File: config.mk
export PLATFORM = sky130hd
export DESIGN_NAME = status_monitor
export DESIGN_NICKNAME = d
export VERILOG_FILES = /design/src/rtl/status_pkg.sv /design/src/rtl/status_debounce.sv /design/src/rtl/status_monitor.sv
export SDC_FILE = /design/constraint.sdc
export NUM_CORES = 1
export LEC_CHECK = 0
export CAP_MARGIN = 10
export CORE_ASPECT_RATIO = 1.25
export CORE_UTILIZATION = 23
export CTS_CLUSTER_DIAMETER = 200
export CTS_CLUSTER_SIZE = 24
export DETAILED_ROUTE_END_ITERATION = 10
export PLACE_DENSITY = 0.42
export SYNTH_ARGS = -nofsm -noshare
export SYNTH_HDL_FRONTEND = slang
export SYNTH_SLANG_ARGS = --single-unit
File: constraint.sdc
create_clock -name clk -period 2.8 [get_ports clk]
set_input_delay 0.42 -clock clk [delete_from_list [all_inputs] [get_ports clk]]
set_output_delay 0.42 -clock clk [all_outputs]
set_load 0.01 [all_outputs]
File: src/rtl/status_pkg.sv
// Shared definitions for the status monitor: channel limit, event word layout
// and a constant clog2 helper for sizing counters and pointers.
package status_pkg;

   localparam int STATUS_MAX_IN = 12;
   localparam int CHG_LSB       = 12;
   localparam int STATE_LSB     = 0;
   localparam int EVENT_W       = 24;

   typedef struct packed {
      logic [STATUS_MAX_IN-1:0] changed;
      logic [STATUS_MAX_IN-1:0] state;
   } status_event_t;

   function automatic int clog2(input int value);
      int r;
      int v;
      r = 0;
      v = value - 1;
      while (v > 0) begin
         r = r + 1;
         v = v >> 1;
      end
      return r;
   endfunction

endpackage

File: src/rtl/status_debounce.sv
// One status channel: polarity adjust, 2-flop synchroniser and a counter that
// accepts a new level only after DEB_CYCLES consecutive differing samples.
module status_debounce
   import status_pkg::*;
#(
   parameter int DEB_CYCLES = 50000,
   parameter bit INVERT     = 1'b0
) (
   input  logic clk,
   input  logic rst_n,
   input  logic raw,
   output logic deb
);

   localparam int CW = clog2(DEB_CYCLES + 1);
   localparam logic [CW-1:0] CNT_LAST = CW'(DEB_CYCLES - 1);

   logic sync1;
   logic sync2;
   logic [CW-1:0] cnt;

   always_ff @(posedge clk or negedge rst_n) begin
      if (!rst_n) begin
         sync1 <= 1'b0;
         sync2 <= 1'b0;
      end else begin
         sync1 <= raw ^ INVERT;
         sync2 <= sync1;
      end
   end

   // Any sample agreeing with the accepted level restarts the stability count.
   always_ff @(posedge clk or negedge rst_n) begin
      if (!rst_n) begin
         cnt <= '0;
         deb <= 1'b0;
      end else if (sync2 == deb) begin
         cnt <= '0;
      end else if (cnt == CNT_LAST) begin
         cnt <= '0;
         deb <= ~deb;
      end else begin
         cnt <= cnt + CW'(1);
      end
   end

endmodule

File: src/rtl/status_monitor.sv
// Debounced status reporter: queues every change of the debounced vector in a
// small FWFT FIFO. Optional heartbeat words: define STATUS_MONITOR_HEARTBEAT_EN.
module status_monitor
   import status_pkg::*;
#(
   parameter int                       N_IN             = 6,
   parameter logic [STATUS_MAX_IN-1:0] INV_MASK         = 12'h00F,
   parameter int                       DEB_CYCLES       = 50000,
   parameter int                       FIFO_DEPTH       = 4,
   parameter int                       HEARTBEAT_CYCLES = 10000000
) (
   input  logic               clk,
   input  logic               rst_n,
   input  logic [N_IN-1:0]    raw_in,
   output logic [EVENT_W-1:0] out_data,
   output logic               out_wr,
   input  logic               out_ack,
   output logic               overflow,
   input  logic               clr_ovf,
   output logic [N_IN-1:0]    state
);

   localparam int AW = clog2(FIFO_DEPTH);

   logic [N_IN-1:0]          deb;
   logic [STATUS_MAX_IN-1:0] deb_ext;
   logic [STATUS_MAX_IN-1:0] chg;
   logic [STATUS_MAX_IN-1:0] last_reported;
   logic [STATUS_MAX_IN-1:0] pending_mask;
   logic [AW:0]              wr_ptr;
   logic [AW:0]              rd_ptr;
   logic [AW:0]              rd_next;
   status_event_t            mem [FIFO_DEPTH];
   status_event_t            push_word;
   status_event_t            head_next;
   logic full, pop, space, push, coalesce, load_last, clr_pending, hb_tick;

   if (N_IN < 1 || N_IN > STATUS_MAX_IN || DEB_CYCLES < 1 || FIFO_DEPTH < 2 ||
       FIFO_DEPTH > 16 || (1 << AW) != FIFO_DEPTH || HEARTBEAT_CYCLES < 1) begin : g_bad_params
      $error("status_monitor: parameter out of range");
   end

   for (genvar g = 0; g < N_IN; g++) begin : g_chan
      status_debounce #(
         .DEB_CYCLES (DEB_CYCLES),
         .INVERT     (INV_MASK[g])
      ) u_deb (
         .clk   (clk),
         .rst_n (rst_n),
         .raw   (raw_in[g]),
         .deb   (deb[g])
      );
   end

   always_comb begin
      deb_ext = '0;
      deb_ext[N_IN-1:0] = deb;
   end

   assign state   = deb;
   assign chg     = deb_ext ^ last_reported;
   assign full    = (wr_ptr[AW] != rd_ptr[AW]) && (wr_ptr[AW-1:0] == rd_ptr[AW-1:0]);
   assign pop     = out_wr & out_ack;
   assign space   = !full || pop;
   assign rd_next = rd_ptr + {{AW{1'b0}}, pop};

`ifdef STATUS_MONITOR_HEARTBEAT_EN
   localparam int HW = clog2(HEARTBEAT_CYCLES + 1);
   localparam logic [HW-1:0] HB_LAST = HW'(HEARTBEAT_CYCLES - 1);
   logic [HW-1:0] hb_cnt;

   always_ff @(posedge clk or negedge rst_n) begin
      if (!rst_n) begin
         hb_cnt <= '0;
      end else if (hb_cnt == HB_LAST) begin
         hb_cnt <= '0;
      end else begin
         hb_cnt <= hb_cnt + HW'(1);
      end
   end

   assign hb_tick = (hb_cnt == HB_LAST);
`else
   assign hb_tick = 1'b0;
`endif

   // Changes win over a pending flush, which wins over a heartbeat; a change
   // that finds no room is folded into pending_mask instead of being dropped.
   always_comb begin
      push        = 1'b0;
      coalesce    = 1'b0;
      load_last   = 1'b0;
      clr_pending = 1'b0;
      push_word   = '0;
      if (chg != '0) begin
         load_last = 1'b1;
         if (space) begin
            push              = 1'b1;
            clr_pending       = 1'b1;
            push_word.changed = chg | pending_mask;
            push_word.state   = deb_ext;
         end else begin
            coalesce = 1'b1;
         end
      end else if (pending_mask != '0 && space) begin
         push              = 1'b1;
         clr_pending       = 1'b1;
         push_word.changed = pending_mask;
         push_word.state   = deb_ext;
      end else if (hb_tick && space) begin
         push            = 1'b1;
         push_word.state = deb_ext;
      end
   end

   // Words pushed this cycle are excluded so out_wr rises one cycle after the write.
   always_comb begin
      head_next = '0;
      if (wr_ptr != rd_next) begin
         head_next = mem[rd_next[AW-1:0]];
      end
   end

   // Storage needs no reset: the pointers alone define which entries are valid.
   always_ff @(posedge clk) begin
      if (push) begin
         mem[wr_ptr[AW-1:0]] <= push_word;
      end
   end

   always_ff @(posedge clk or negedge rst_n) begin
      if (!rst_n) begin
         wr_ptr   <= '0;
         rd_ptr   <= '0;
         out_wr   <= 1'b0;
         out_data <= '0;
      end else begin
         wr_ptr <= wr_ptr + {{AW{1'b0}}, push};
         rd_ptr <= rd_next;
         out_wr <= (wr_ptr != rd_next);
         out_data[CHG_LSB +: STATUS_MAX_IN]   <= head_next.changed;
         out_data[STATE_LSB +: STATUS_MAX_IN] <= head_next.state;
      end
   end

   always_ff @(posedge clk or negedge rst_n) begin
      if (!rst_n) begin
         last_reported <= '0;
         pending_mask  <= '0;
         overflow      <= 1'b0;
      end else begin
         if (load_last) begin
            last_reported <= deb_ext;
         end
         if (coalesce) begin
            pending_mask <= pending_mask | chg;
         end else if (clr_pending) begin
            pending_mask <= '0;
         end
         if (coalesce) begin
            overflow <= 1'b1;
         end else if (clr_ovf) begin
            overflow <= 1'b0;
         end
      end
   end

endmodule

==> impl_metrics.json <==
{
  "status": "finished clean",
  "post-cts-setup-buffers": 0,
  "rsz0062_at_grt": "no",
  "die_h_um": 218.8,
  "numCtsBuffers": 17,
  "track_usage_pct": 9.451,
  "syn_inst": 722,
  "worst_ep_required_time_ns": 2.93,
  "fin_skew_ns": 0.01010,
  "synth-edff-count": 52,
  "grt_start_max_net_pins": 61,
  "start_util_pct": 23.28,
  "synth_top_area_share_pct": 42.52,
  "synth-async-reset-ratio_pct": 73.87,
  "drt_first_pass_iters": 4,
  "cts_root_buf": "clkbuf_16",
  "finalSetupViolCount": 0,
  "antenna_left": 0,
  "timing_worst_setup_path_type": "flop to flop",
  "finalWorstSetupSlack_ns": 0.7286,
  "clk_latency_ns": 0.44,
  "diodes": 0,
  "power.density_mw_per_mm2": 648.2,
  "die_x_um": 175.5,
  "place_ws_ns": 0.3273,
  "dieArea_mm2": 0.03840,
  "clk_pin_slew_ns": 0.07,
  "routed_via_density": 4.079,
  "crit_path_end_kind": "flop",
  "wl_um": 16670,
  "synth_cell_types": 44,
  "antenna_found_initial": 0,
  "vdd_ir_drop_max_v": 0.0004148,
  "final_util_pct": 27.47,
  "setup-tns-final_ns": 0,
  "coreArea_mm2": 0.03717,
  "fin_crit_ns": 2.071,
  "rows": 79,
  "max_freq_mhz": 482.8,
  "syn2layout_area_growth_pct": 18.02,
  "yosysMostFrequentCell": "dfrtp_1",
  "critPathArrivalTime_ns": 2.20,
  "ios": 42,
  "dpl_cell_area_mm2": 0.009642,
  "synthFlopType": "dfrtp_1",
  "yosys_warnings": 0,
  "cts_buffer_depth": 2,
  "cts_tree": "built",
  "drv_slew": 0,
  "maxCapViolCount": 0,
  "layout.cells.non_filler": 1275,
  "cp_max_fo": 13,
  "cp-start-kind": "flop",
  "ys_seq_area_share_pct": 60.56,
  "finalHoldViolations": 0,
  "routabilityCongestion": 0.6995,
  "drc": 0,
  "power_leakage_nw": 3.873,
  "ys_ff_latch": 199,
  "h-tree-depth": 4,
  "synth_common_cells": "dfrtp_1, nor2_1, xnor2_1, edfxtp_1, nand3_1",
  "wire_per_inst_um": 13.08,
  "worstMarginPinSlew_ns": 0.6265,
  "hp-class": "flop to flop",
  "clock_sinks": 199,
  "syn_area_mm2": 0.008652,
  "io_buffers": 35,
  "vias": 5201,
  "grt_first_pass_wirelength_um": 28240,
  "first_global_vias": 5342,
  "hold_buffers": 1,
  "nets": 796,
  "syn_avg_cell_area_um2": 11.98,
  "slew_headroom_pct": 58.23,
  "stdcell_area_mm2": 0.01021,
  "yosys.area.top_type": "dfrtp_1",
  "place_inst": 1242,
  "overflow": 0,
  "drt-initial-drc-count": 284,
  "synthTopCellsByArea": "dfrtp_1, edfxtp_1, xnor2_1",
  "final_layout_size_suffix_gt1_share_pct": 11.15,
  "cts_resized": 0,
  "fin_crit_sh_pct": 73.98,
  "dp_hpwl_um": 11280
}
## critical path: stages (launching register included)
cell	delay (ns)
dfrtp_1	0.48
xnor2_1	0.18
and4_1	0.28
a41oi_1	0.23
buf_4	0.18
nor3b_2	0.15
buf_4	0.26
## where the power goes
group | internal (mW) | switching, mW
clock network | 1.17 | 1.18
logic | 0.586 | 0.500
registers | 3.10 | 0.0744
## registers in the layout, indices dropped and copies added, names as in the netlist
name,count
g_chan.u_deb.cnt,96
mem,52
out_data,13
g_chan.u_deb.deb,6
g_chan.u_deb.sync1,6
g_chan.u_deb.sync2,6
last_reported,6
pending_mask,6
rd_ptr,3
wr_ptr,3
out_wr,1
overflow,1
## per-stage QoR
stage / hold WS [ns] / power (mW)
global placement: 0.3329 / 4.348
finish: 0.3481 / 6.619
floorplan: 0.1244 / 3.933
detailed placement: 0.3364 / 4.363
global route: 0.3558 / 6.967
CTS: 0.3491 / 6.768
## layout by cell type, fill, tap and decap left out, types with 6 or more instances in the layout
master and count:
nor2_1 127, nand2_1 25, and2_1 8, nor2b_1 6
xnor2_1 73, inv_6 6, edfxtp_1 52, buf_4 25
dfrtp_1 147, inv_1 28, clkbuf_16 17, mux2_2 6
and2b_1 7, mux4_2 13, nor4_1 30, conb_1 10
nand4_1 24, nor3_1 32, ha_1 10, clkdlybuf4s50_1 34
xor2_1 27, nand3_1 35
## metal layers
metal / global-route usage, % / vias up / part of all wire, %
li1: - / 2575 / -
met1: 11.77 / 2547 / 46
met2: 15.82 / 62 / 49
met3: 1.923 / 17 / 2.5
met4: 4.087 / 0 / 1.9
met5: 0 / - / 0
## path summary, 6_finish.rpt
path | slack (ns) | cells after the start | from | to
setup / recovery | 0.73 | 6 | wr_ptr[0] | mem[0][1]
hold / removal | 0.35 | 0 | g_chan[5].u_deb.sync1 | g_chan[5].u_deb.sync2
setup reg to reg | 0.73 | 6 | wr_ptr[0] | mem[0][1]
hold reg to reg | 0.35 | 0 | g_chan[5].u_deb.sync1 | g_chan[5].u_deb.sync2
max in group asynchronous | 1.45 | 3 | rst_n | g_chan[3].u_deb.sync2
min in group asynchronous | 0.53 | 2 | rst_n | g_chan[5].u_deb.cnt[4]
## final cells by class
| class | count | area [um2] |
|---|---|---|
| flip-flops and latches | 199 | 5240 |
| multi-input cells | 468 | 3129 |
| clock buffers | 17 | 425.4 |
| inverters | 28 | 105.1 |
| well taps | 486 | 608.1 |
| clock inverters | 15 | 133.9 |
| repair buffers | 62 | 569.3 |
| fillers | 3867 | 26950 |
## logic make-up (layout without fill, tap and decap cells)
| logic type | Yosys count | count (layout) | share of synthesized area, % |
|---|---|---|---|
| compound gates | 14 | 14 | 1.822 |
| mux | 19 | 19 | 4.165 |
| flops | 199 | 199 | 60.56 |
| simple gates | 315 | 315 | 18.06 |
| other cells | 1 | 10 | 0.04334 |
| buf+inv | 64 | 122 | 3.774 |
| xor+xnor | 100 | 100 | 10.12 |
| fa+ha+maj | 10 | 10 | 1.446 |
No activity file was read; power rests on OpenSTA's default activity.
